$ cat config.mk
export PLATFORM = sky130hd
export DESIGN_NAME = axi_mid_read_arbiter
export DESIGN_NICKNAME = d
export VERILOG_FILES = /design/src/rtl/axi_mid_read_arbiter.sv
export SDC_FILE = /design/constraint.sdc
export NUM_CORES = 1
export LEC_CHECK = 0
export ABC_AREA = 1
export CAP_MARGIN = 10
export CELL_PAD_IN_SITES_DETAIL_PLACEMENT = 0
export CELL_PAD_IN_SITES_GLOBAL_PLACEMENT = 1
export CORE_AREA = 2 2 563 565
export CTS_BUF_LIST = sky130_fd_sc_hd__clkbuf_4
export DETAILED_ROUTE_END_ITERATION = 16
export DIE_AREA = 0 0 565 567
export PLACE_DENSITY_LB_ADDON = 0.1
export SKIP_LAST_GASP = 1
export SYNTH_ARGS = -nofsm -noshare
export SYNTH_HDL_FRONTEND = slang
export SYNTH_SLANG_ARGS = --single-unit
export TNS_END_PERCENT = 1
$ cat constraint.sdc
create_clock -name ap_clk -period 2.1 [get_ports ap_clk]
set_clock_uncertainty 0.15 [all_clocks]
set_input_delay 0.42 -clock ap_clk [delete_from_list [all_inputs] [get_ports ap_clk]]
set_output_delay 0.42 -clock ap_clk [all_outputs]
set_load 0.01 [all_outputs]
$ cat src/rtl/axi_mid_read_arbiter.sv
// Round-robin AR arbiter sharing one AXI4 read master among NUM_REQ requesters.
// Read beats are steered back by RID, and per-requester counters limit in-flight bursts.
module axi_mid_read_arbiter #(
  parameter int NUM_REQ         = 4,
  parameter int ID_W            = 2,
  parameter int ADDR_W          = 64,
  parameter int DATA_W          = 512,
  parameter int MAX_OUTSTANDING = 8
) (
  input  logic                        ap_clk,
  input  logic                        aresetn,
  input  logic [NUM_REQ-1:0]          s_arvalid,
  output logic [NUM_REQ-1:0]          s_arready,
  input  logic [NUM_REQ*ADDR_W-1:0]   s_araddr,
  input  logic [NUM_REQ*8-1:0]        s_arlen,
  output logic [NUM_REQ-1:0]          s_rvalid,
  input  logic [NUM_REQ-1:0]          s_rready,
  output logic [DATA_W-1:0]           s_rdata,
  output logic [1:0]                  s_rresp,
  output logic                        s_rlast,
  output logic                        m_arvalid,
  input  logic                        m_arready,
  output logic [ADDR_W-1:0]           m_araddr,
  output logic [7:0]                  m_arlen,
  output logic [ID_W-1:0]             m_arid,
  output logic [2:0]                  m_arsize,
  output logic [1:0]                  m_arburst,
  output logic [3:0]                  m_arcache,
  input  logic                        m_rvalid,
  output logic                        m_rready,
  input  logic [DATA_W-1:0]           m_rdata,
  input  logic [ID_W-1:0]             m_rid,
  input  logic [1:0]                  m_rresp,
  input  logic                        m_rlast,
  output logic                        idle,
  output logic                        error
);

  localparam int IDX_W = (NUM_REQ > 1) ? $clog2(NUM_REQ) : 1;
  localparam int CNT_W = $clog2(MAX_OUTSTANDING + 1);

  typedef enum logic {S_IDLE, S_ISSUE} state_e;

  state_e              state_q, state_d;
  logic                m_arvalid_q, m_arvalid_d;
  logic [ADDR_W-1:0]   m_araddr_q, m_araddr_d;
  logic [7:0]          m_arlen_q, m_arlen_d;
  logic [ID_W-1:0]     m_arid_q, m_arid_d;
  logic [IDX_W-1:0]    rr_ptr_q, rr_ptr_d;
  logic [CNT_W-1:0]    cnt_q [NUM_REQ];
  logic [CNT_W-1:0]    cnt_d [NUM_REQ];
  logic                error_q, error_d;
  logic                idle_q, idle_d;

  logic [NUM_REQ-1:0]  eligible;
  logic                grant_valid;
  logic [IDX_W-1:0]    grant_idx;
  logic [IDX_W:0]      scan_sum;
  logic [IDX_W-1:0]    scan_idx;
  logic                rid_ok;
  logic [IDX_W-1:0]    rid_idx;
  logic                r_last_hs;
  logic [NUM_REQ-1:0]  cnt_inc;
  logic [NUM_REQ-1:0]  cnt_dec;

  always_comb begin
    for (int i = 0; i < NUM_REQ; i++) begin
      eligible[i] = s_arvalid[i] && (cnt_q[i] < CNT_W'(MAX_OUTSTANDING));
    end
  end

  // First eligible requester at or after rr_ptr, wrapping past the top index.
  always_comb begin
    grant_valid = 1'b0;
    grant_idx   = '0;
    scan_sum    = '0;
    scan_idx    = '0;
    for (int k = 0; k < NUM_REQ; k++) begin
      scan_sum = {1'b0, rr_ptr_q} + (IDX_W+1)'(k);
      if (scan_sum >= (IDX_W+1)'(NUM_REQ)) begin
        scan_sum = scan_sum - (IDX_W+1)'(NUM_REQ);
      end
      scan_idx = scan_sum[IDX_W-1:0];
      if (!grant_valid && eligible[scan_idx]) begin
        grant_valid = 1'b1;
        grant_idx   = scan_idx;
      end
    end
  end

  always_comb begin
    state_d     = state_q;
    m_arvalid_d = m_arvalid_q;
    m_araddr_d  = m_araddr_q;
    m_arlen_d   = m_arlen_q;
    m_arid_d    = m_arid_q;
    rr_ptr_d    = rr_ptr_q;
    s_arready   = '0;
    case (state_q)
      S_IDLE: begin
        if (grant_valid) begin
          s_arready[grant_idx] = 1'b1;
          m_arvalid_d          = 1'b1;
          m_araddr_d           = s_araddr[grant_idx*ADDR_W +: ADDR_W];
          m_arlen_d            = s_arlen[grant_idx*8 +: 8];
          m_arid_d             = ID_W'(grant_idx);
          state_d              = S_ISSUE;
        end
      end
      S_ISSUE: begin
        if (m_arready) begin
          m_arvalid_d = 1'b0;
          state_d     = S_IDLE;
          if (32'(m_arid_q) == 32'(NUM_REQ - 1)) begin
            rr_ptr_d = '0;
          end else begin
            rr_ptr_d = IDX_W'(m_arid_q) + IDX_W'(1);
          end
        end
      end
      default: state_d = S_IDLE;
    endcase
  end

  assign rid_ok    = (32'(m_rid) < 32'(NUM_REQ));
  assign rid_idx   = IDX_W'(m_rid);
  assign m_rready  = rid_ok ? s_rready[rid_idx] : 1'b1;
  assign r_last_hs = m_rvalid && m_rready && m_rlast;
  assign s_rdata   = m_rdata;
  assign s_rresp   = m_rresp;
  assign s_rlast   = m_rlast;

  always_comb begin
    for (int i = 0; i < NUM_REQ; i++) begin
      s_rvalid[i] = m_rvalid && rid_ok && (rid_idx == IDX_W'(i));
    end
  end

  // A grant and a completing burst on the same requester cancel out.
  always_comb begin
    error_d = error_q || (m_rvalid && !rid_ok);
    for (int i = 0; i < NUM_REQ; i++) begin
      cnt_inc[i] = (state_q == S_IDLE) && grant_valid && (grant_idx == IDX_W'(i));
      cnt_dec[i] = r_last_hs && rid_ok && (rid_idx == IDX_W'(i));
      cnt_d[i]   = cnt_q[i];
      if (cnt_inc[i] && !cnt_dec[i]) begin
        cnt_d[i] = cnt_q[i] + CNT_W'(1);
      end else if (cnt_dec[i] && !cnt_inc[i]) begin
        if (cnt_q[i] == '0) begin
          error_d = 1'b1;
        end else begin
          cnt_d[i] = cnt_q[i] - CNT_W'(1);
        end
      end
    end
    idle_d = (state_d == S_IDLE);
    for (int i = 0; i < NUM_REQ; i++) begin
      if (cnt_d[i] != '0) begin
        idle_d = 1'b0;
      end
    end
  end

  always_ff @(posedge ap_clk) begin
    if (!aresetn) begin
      state_q     <= S_IDLE;
      m_arvalid_q <= 1'b0;
      m_araddr_q  <= '0;
      m_arlen_q   <= '0;
      m_arid_q    <= '0;
      rr_ptr_q    <= '0;
      error_q     <= 1'b0;
      idle_q      <= 1'b1;
      for (int i = 0; i < NUM_REQ; i++) begin
        cnt_q[i] <= '0;
      end
    end else begin
      state_q     <= state_d;
      m_arvalid_q <= m_arvalid_d;
      m_araddr_q  <= m_araddr_d;
      m_arlen_q   <= m_arlen_d;
      m_arid_q    <= m_arid_d;
      rr_ptr_q    <= rr_ptr_d;
      error_q     <= error_d;
      idle_q      <= idle_d;
      for (int i = 0; i < NUM_REQ; i++) begin
        cnt_q[i] <= cnt_d[i];
      end
    end
  end

  assign m_arvalid = m_arvalid_q;
  assign m_araddr  = m_araddr_q;
  assign m_arlen   = m_arlen_q;
  assign m_arid    = m_arid_q;
  assign m_arsize  = 3'($clog2(DATA_W / 8));
  assign m_arburst = 2'b01;
  assign m_arcache = 4'b0011;
  assign idle      = idle_q;
  assign error     = error_q;

endmodule

==> impl_metrics.env, run 1 <==
export IMPL_dr_pass1_iters=6
export IMPL_rsz0062_at_grt="true"
export IMPL_die_x_um=565
export IMPL_fillers=37400
export IMPL_mostFrequentLayoutCell="clkdlybuf4s50_1"
export IMPL_p_leak_nw=4.90
export IMPL_start_util_pct=3.14
export IMPL_area_delta_synth_final_pct=66.4
export IMPL_tightest_slew_ps=515
export IMPL_clk_pin_slew_ps=240
export IMPL_power_frac_clock_pct=15.0
export IMPL_netSwitchingPower_mw=4.29
export IMPL_antenna_left=0
export IMPL_cts_tree="yes"
export IMPL_max_cap_viol_count=0
export IMPL_violations="negative setup slack"
export IMPL_power_share_switching_pct=45.8
export IMPL_final_cell_mix="clkdlybuf4s50_1, nand2_1, a22oi_1, buf_4, dfxtp_1"
export IMPL_layout_min_cycle_time_ps=3090
export IMPL_clock_fmax_mhz=323
export IMPL_crit_path_cell_trace="inv_8 > nand2_2 > nand2_4 > nand3_2 > nand2_4 > nand4_1 > buf_4 > nand3_4 > nor2_8 > nand2_8 > inv_8 > buf_6 > buf_12"
export IMPL_tns_ps=-70160
export IMPL_setup_viol=172
export IMPL_ys_ff_latch=96
export IMPL_crit_path_end_kind="primary output"
export IMPL_grt_max_degree=63
export IMPL_rows=206
export IMPL_synth_area_leader_cell="buf_4"
export IMPL_pwr_share_seq_pct=25.9
export IMPL_fp_dieH_um=567
export IMPL_drt_iter0_markers=353
export IMPL_syn_inst=1349
export IMPL_wire_per_inst_um=22.1
export IMPL_grt_overflow_total=0
export IMPL_p_comb_share_pct=59.1
export IMPL_synth_warnings=0
export IMPL_holdWs_ps=176
export IMPL_ir_worst_vdd_uv=230
export IMPL_start_kind="register"
export IMPL_ys_flop_type="dfxtp_1"
export IMPL_port_buffers=389
export IMPL_dp_hpwl_um=109000
export IMPL_clockBufferDepth=2
export IMPL_holdPathStages=3
export IMPL_drive_gt1_share_pct=17.0
export IMPL_place_congestion=0.653
export IMPL_slew_headroom_pct=65.7
export IMPL_wl_um=122000
export IMPL_cp_required_ps=1530
export IMPL_cts_sinks=96
export IMPL_clock_latency_ps=750
export IMPL_path_class="register to primary output"
export IMPL_synth_area_leaders="buf_4, dfxtp_1, a22oi_1"
export IMPL_drv_slew=0
export IMPL_ys_seq_area_share_pct=19.5
export IMPL_power_mw=9.36
export IMPL_cts_root_buf="clkbuf_4"
export IMPL_antenna_found_initial=35
export IMPL_final_period_utilization_pct=147
export IMPL_p_int_mw=5.07
export IMPL_grt_total_usage_pct=7.34
export IMPL_synth_edf_count=0
export IMPL_hold_violations=0
export IMPL_core_um2=314000
export IMPL_setup_ws_ps=-993
export IMPL_critPathMaxFanout=8
export IMPL_cts_max_level=3
export IMPL_status="complete, but fails checks"
export IMPL_synth_top_area_share_pct=40.0
export IMPL_netlist_area_um2=9840
export IMPL_num_io_pins=1427
export IMPL_worstPathArrival_ps=2520
export IMPL_r2r_cells=16
export IMPL_critPathSlowestCell="dfxtp_4"
export IMPL_via_per_inst=1.67
export IMPL_synthArstFlopShare_pct=0
export IMPL_cts_buffers_inserted=9
export IMPL_route_detailed_drc=0
export IMPL_max_stage_delay_ps=500
export IMPL_fin_nets=2143
export IMPL_dieArea_um2=320000
export IMPL_grt_pass1_wl_um=144000
export IMPL_vias=9172
export IMPL_grt_pass1_vias=10200
export IMPL_min_delay_path_class="primary input to register"
export IMPL_avgSynthCellArea_um2=7.30
export IMPL_p_per_area_nw_per_um2=572
export IMPL_pre_cts_slack_ps=-1150
export IMPL_ys_types=37
[power groups by stage]
stage	clock network [mW]	logic (mW)	registers, mW
after floorplan	0	2.99	2.53
after global placement	0	5.77	2.48
after detailed placement	0	5.68	2.48
after CTS	1.66	5.82	2.45
after global routing	1.66	6.18	2.49
final	1.40	5.53	2.43
[worst max-delay path, delay by kind of cell, from the launching register on]
| family | cells | cell delay (ps) |
|---|---|---|
| buffers and inverters | 5 | 470 |
| and+or+nand+nor | 8 | 800 |
| DFF | 1 | 500 |
[state kept, by name, indices dropped and copies added, names as in the netlist]
register / flops
m_araddr: 64
cnt_q: 16
m_arlen: 8
m_arid: 2
rr_ptr_q: 2
error: 1
idle: 1
m_arvalid: 1
state_q: 1
[final cells by class]
| cell class | count | area (µm²) | area share [%] |
|---|---|---|---|
| inverter | 85 | 344 | 2.10 |
| clock inverter | 4 | 47.5 | 0.290 |
| timing repair buffer | 529 | 5130 | 31.4 |
| antenna | 13 | 32.5 | 0.199 |
| clock buffer | 10 | 75.1 | 0.458 |
| multi-input combinational | 596 | 3610 | 22.0 |
| sequential | 96 | 1930 | 11.8 |
| tap | 4160 | 5200 | 31.8 |
[cell usage after synthesis, types with 2 or more instances]
library cell  number
buf_4            524
nand2_1          142
a22oi_1          128
dfxtp_1           96
inv_1             74
nand3_1           73
o21ai_0           59
a31oi_1           48
nor2_1            41
clkbuf_1          25
buf_2             19
o211ai_1          17
a21oi_1           12
buf_1             10
inv_2             10
ha_1               9
nand4_1            9
o221ai_1           8
nand2_2            7
xor2_1             7
nand3_2            4
o21ai_1            4
nor2_8             3
conb_1             2
nand2_4            2
nand3_4            2
nor2_2             2
nor3_1             2
xnor2_1            2
[worst paths after layout]
check | from | end | slack [ps]
setup reg to reg | rr_ptr_q[0]$_SDFFE_PN0P_ | m_araddr[12]$_SDFFE_PN0P_ | -770
hold reg to reg | error$_SDFF_PN0_ | error$_SDFF_PN0_ | 350
setup / recovery | rr_ptr_q[0]$_SDFFE_PN0P_ | s_arready[1] | -990
hold / removal | s_araddr[231] | m_araddr[39]$_SDFFE_PN0P_ | 180
[per-layer routing]
layer | GRT usage [%] | up-vias | wire [µm]
met3 | 8.02 | 351 | 29100
met4 | 5.08 | 20 | 8840
met5 | 0.166 | - | 148
li1 | - | 3939 | -
met2 | 11.9 | 902 | 55800
met1 | 4.70 | 3960 | 27600
[what timing repair did]
action,CTS,global route
hold endpoints to repair,52,0
hold buffers,3,0
resized for setup,26,16
cloned,0,0
setup buffers,13,2
pin swaps,11,7
setup endpoints to repair,179,175
[through the flow]
stage	cell area, µm²	util, %	cells
after floorplan	9910	-	1356
after global placement	15900	5.08	5449
after detailed placement	15900	5.08	5449
after CTS	16300	5.18	5478
after global routing	16400	5.21	5485
final	16400	5.22	5493
[kinds of logic after synthesis]
logic type	synth area share [%]
XOR/XNOR	0.801
other	0.0763
adder cells (fa/ha/maj)	1.14
buffers and inverters	45.7
flip-flops	19.5
AO/OA/AOI/OAI	19.1
AND/OR/NAND/NOR	13.7
Power figures use the tool's default switching activity.
==> run 2: changes to the inputs <==
clock period = 2.7 ns   (was 2.1 ns; I/O delays follow)
==> run 2 against run 1 <==
The flow still finishes with violations (negative setup slack). Final cell count is 0.78% higher. Non-clock buffer count increased by 38. Global-route usage grew 0.38 points. Worst setup slack improved by 330 ps. Final area up 2.9%. Power fell by 17%. Sequential power down 22%. Utilization grew 0.15 points. Sequential share of layout area is 0.31 points lower. Critical path type is now register to register. Highest routed layer unchanged.
==> impl_metrics.env, run 2 (same netlist as run 1, synthesis figures left out) <==
export IMPL_status="complete, but fails checks"
export IMPL_violations="negative setup slack"
export IMPL_timing_rr_start="rr_ptr_q[0]$_SDFFE_PN0P_"
export IMPL_cp_required_ps=3350
export IMPL_start_util_pct=3.14
export IMPL_met3_length_um=27700
export IMPL_grt_total_usage_pct=7.72
export IMPL_wl_um=129000
export IMPL_antenna_found_initial=42
export IMPL_max_cap_viol_count=0
export IMPL_critPathSlowestCell="dfxtp_4"
export IMPL_grt_pass1_wl_um=152000
export IMPL_drt_iter0_markers=451
export IMPL_setup_viol=91
export IMPL_final_period_utilization_pct=124
export IMPL_grt_overflow_total=0
export IMPL_dpl_cell_count=5455
export IMPL_crit_path_end_kind="register"
export IMPL_clock_latency_ps=880
export IMPL_clk_pin_slew_ps=220
export IMPL_place_congestion=0.704
export IMPL_path_class="register to register"
export IMPL_largest_reg_flops=64
export IMPL_multi_input_area_um2=3640
export IMPL_finalNonFillerCells=5536
export IMPL_num_io_pins=1427
export IMPL_cts_max_level=3
export IMPL_tightest_slew_ps=906
export IMPL_dieArea_um2=320000
export IMPL_endpoint="idle$_SDFF_PN1_"
export IMPL_rows=206
export IMPL_crit_top_cell="buf_4"
export IMPL_area_delta_synth_final_pct=71.3
export IMPL_route_detailed_drc=0
export IMPL_core_um2=314000
export IMPL_cts_buffers_inserted=13
export IMPL_dr_pass1_iters=5
export IMPL_p_per_area_nw_per_um2=461
export IMPL_critPathMaxFanout=7
export IMPL_drive_gt1_share_pct=17.9
export IMPL_seq_area_um2=1940
export IMPL_via_per_inst=1.73
export IMPL_die_x_um=565
export IMPL_cts_root_buf="clkbuf_4"
export IMPL_r2r_cells=27
export IMPL_r2r_slack_ps=-660
export IMPL_slew_headroom_pct=39.6
export IMPL_fin_nets=2185
export IMPL_fillers=37300
export IMPL_fp_dieH_um=567
export IMPL_antenna_left=0
export IMPL_worstPathArrival_ps=4010
export IMPL_route_met2_wl_um=58400
export IMPL_p_leak_nw=5.09
export IMPL_r2r_end="idle$_SDFF_PN1_"
export IMPL_wirelength_met1_um=30400
export IMPL_ir_worst_vdd_uv=186
export IMPL_vias=9576
export IMPL_wire_per_inst_um=23.2
export IMPL_clock_fmax_mhz=298
export IMPL_port_buffers=389
export IMPL_final_cell_mix="clkdlybuf4s50_1, nand2_1, buf_4"
export IMPL_setup_ws_ps=-660
export IMPL_grt_max_degree=62
export IMPL_max_stage_delay_ps=420
export IMPL_mostFrequentLayoutCell="clkdlybuf4s50_1"
export IMPL_rsz0062_at_grt="true"
export IMPL_clockBufferDepth=3
export IMPL_min_delay_path_class="primary input to register"
export IMPL_cts_tree="yes"
export IMPL_top_layer_used="met5"
export IMPL_cts_sinks=96
export IMPL_setup_worst_path_start="rr_ptr_q[0]$_SDFFE_PN0P_"
export IMPL_drv_slew=0
export IMPL_layout_min_cycle_time_ps=3360
export IMPL_hold_violations=0
export IMPL_start_kind="register"
export IMPL_grt_pass1_vias=10400
export IMPL_power_mw=7.77
export IMPL_dp_hpwl_um=113000
==> run 2: changes by cell type in the layout (fill, tap and decap cells not counted), moves of 3 or more <==
cell / previous run / this run
buf_12: 15 / 22
buf_4: 128 / 131
clkbuf_4: 10 / 13
clkdlybuf4s50_1: 379 / 384
dlygate4sd3_1: 3 / 23
inv_6: 0 / 4
nand2_4: 5 / 8
==> run 2: how the worst min path moves through the flow <==
stage / startpoint / end / slack, ps / cells past startpoint
2_1_floorplan: error$_SDFF_PN0_ / error$_SDFF_PN0_ / 340 / 2
3_3_place_gp: error$_SDFF_PN0_ / error$_SDFF_PN0_ / 330 / 2
3_5_place_dp: error$_SDFF_PN0_ / error$_SDFF_PN0_ / 320 / 2
4_1_cts: m_arready / rr_ptr_q[1]$_SDFFE_PN0P_ / 0.7 / 3
5_1_grt: s_araddr[137] / m_araddr[9]$_SDFFE_PN0P_ / 80 / 3
6_report: m_arready / rr_ptr_q[1]$_SDFFE_PN0P_ / 210 / 3
==> run 2: metrics by stage <==
step	TNS, ps	utilization, %	hold slack, ps	worst slack [ps]	area (µm²)
after floorplan	0	-	343	444	9870
after global placement	-65020	5.10	328	-1090	16000
after CTS	-35240	5.31	0.698	-881	16700
after global routing	-42990	5.36	81.4	-928	16800
after detailed placement	-63920	5.10	321	-1070	16000
final	-17810	5.37	206	-660	16900
==> run 2: critical path: cells and delay by family, from the launching register on <==
family / cells / cell delay, ps
DFF: 1 / 420
buffers and inverters: 11 / 1450
and+or+nand+nor: 16 / 1310
==> run 2: cell type report <==
class                      instances  area share [%]
inverter                          85            2.10
multi-input combinational        596            21.6
clock inverter                     4           0.134
sequential                        96            11.5
clock buffer                      13           0.579
antenna                           15           0.223
timing repair buffer             567            33.0
tap                             4160            30.9
==> run 2: timing repair <==
| item | CTS | global route |
|---|---|---|
| hold buffers | 23 | 0 |
| hold endpoints to repair | 54 | 0 |
| gates resized for setup | 53 | 24 |
| buffers inserted | 22 | 6 |
| setup endpoints to repair | 150 | 137 |
| pin swaps | 20 | 19 |
==> run 2: routing by layer <==
metal,vias to the layer above,GRT usage [%]
met2,945,12.5
met1,4106,5.20
met5,-,0.813
li1,4039,-
met3,454,7.51
met4,32,6.00
==> run 2: report_power, final <==
part | switching, mW | internal, mW
sequential | 0.212 | 1.69
combinational | 2.57 | 2.11
clock | 0.956 | 0.238
total | 3.73 | 4.03
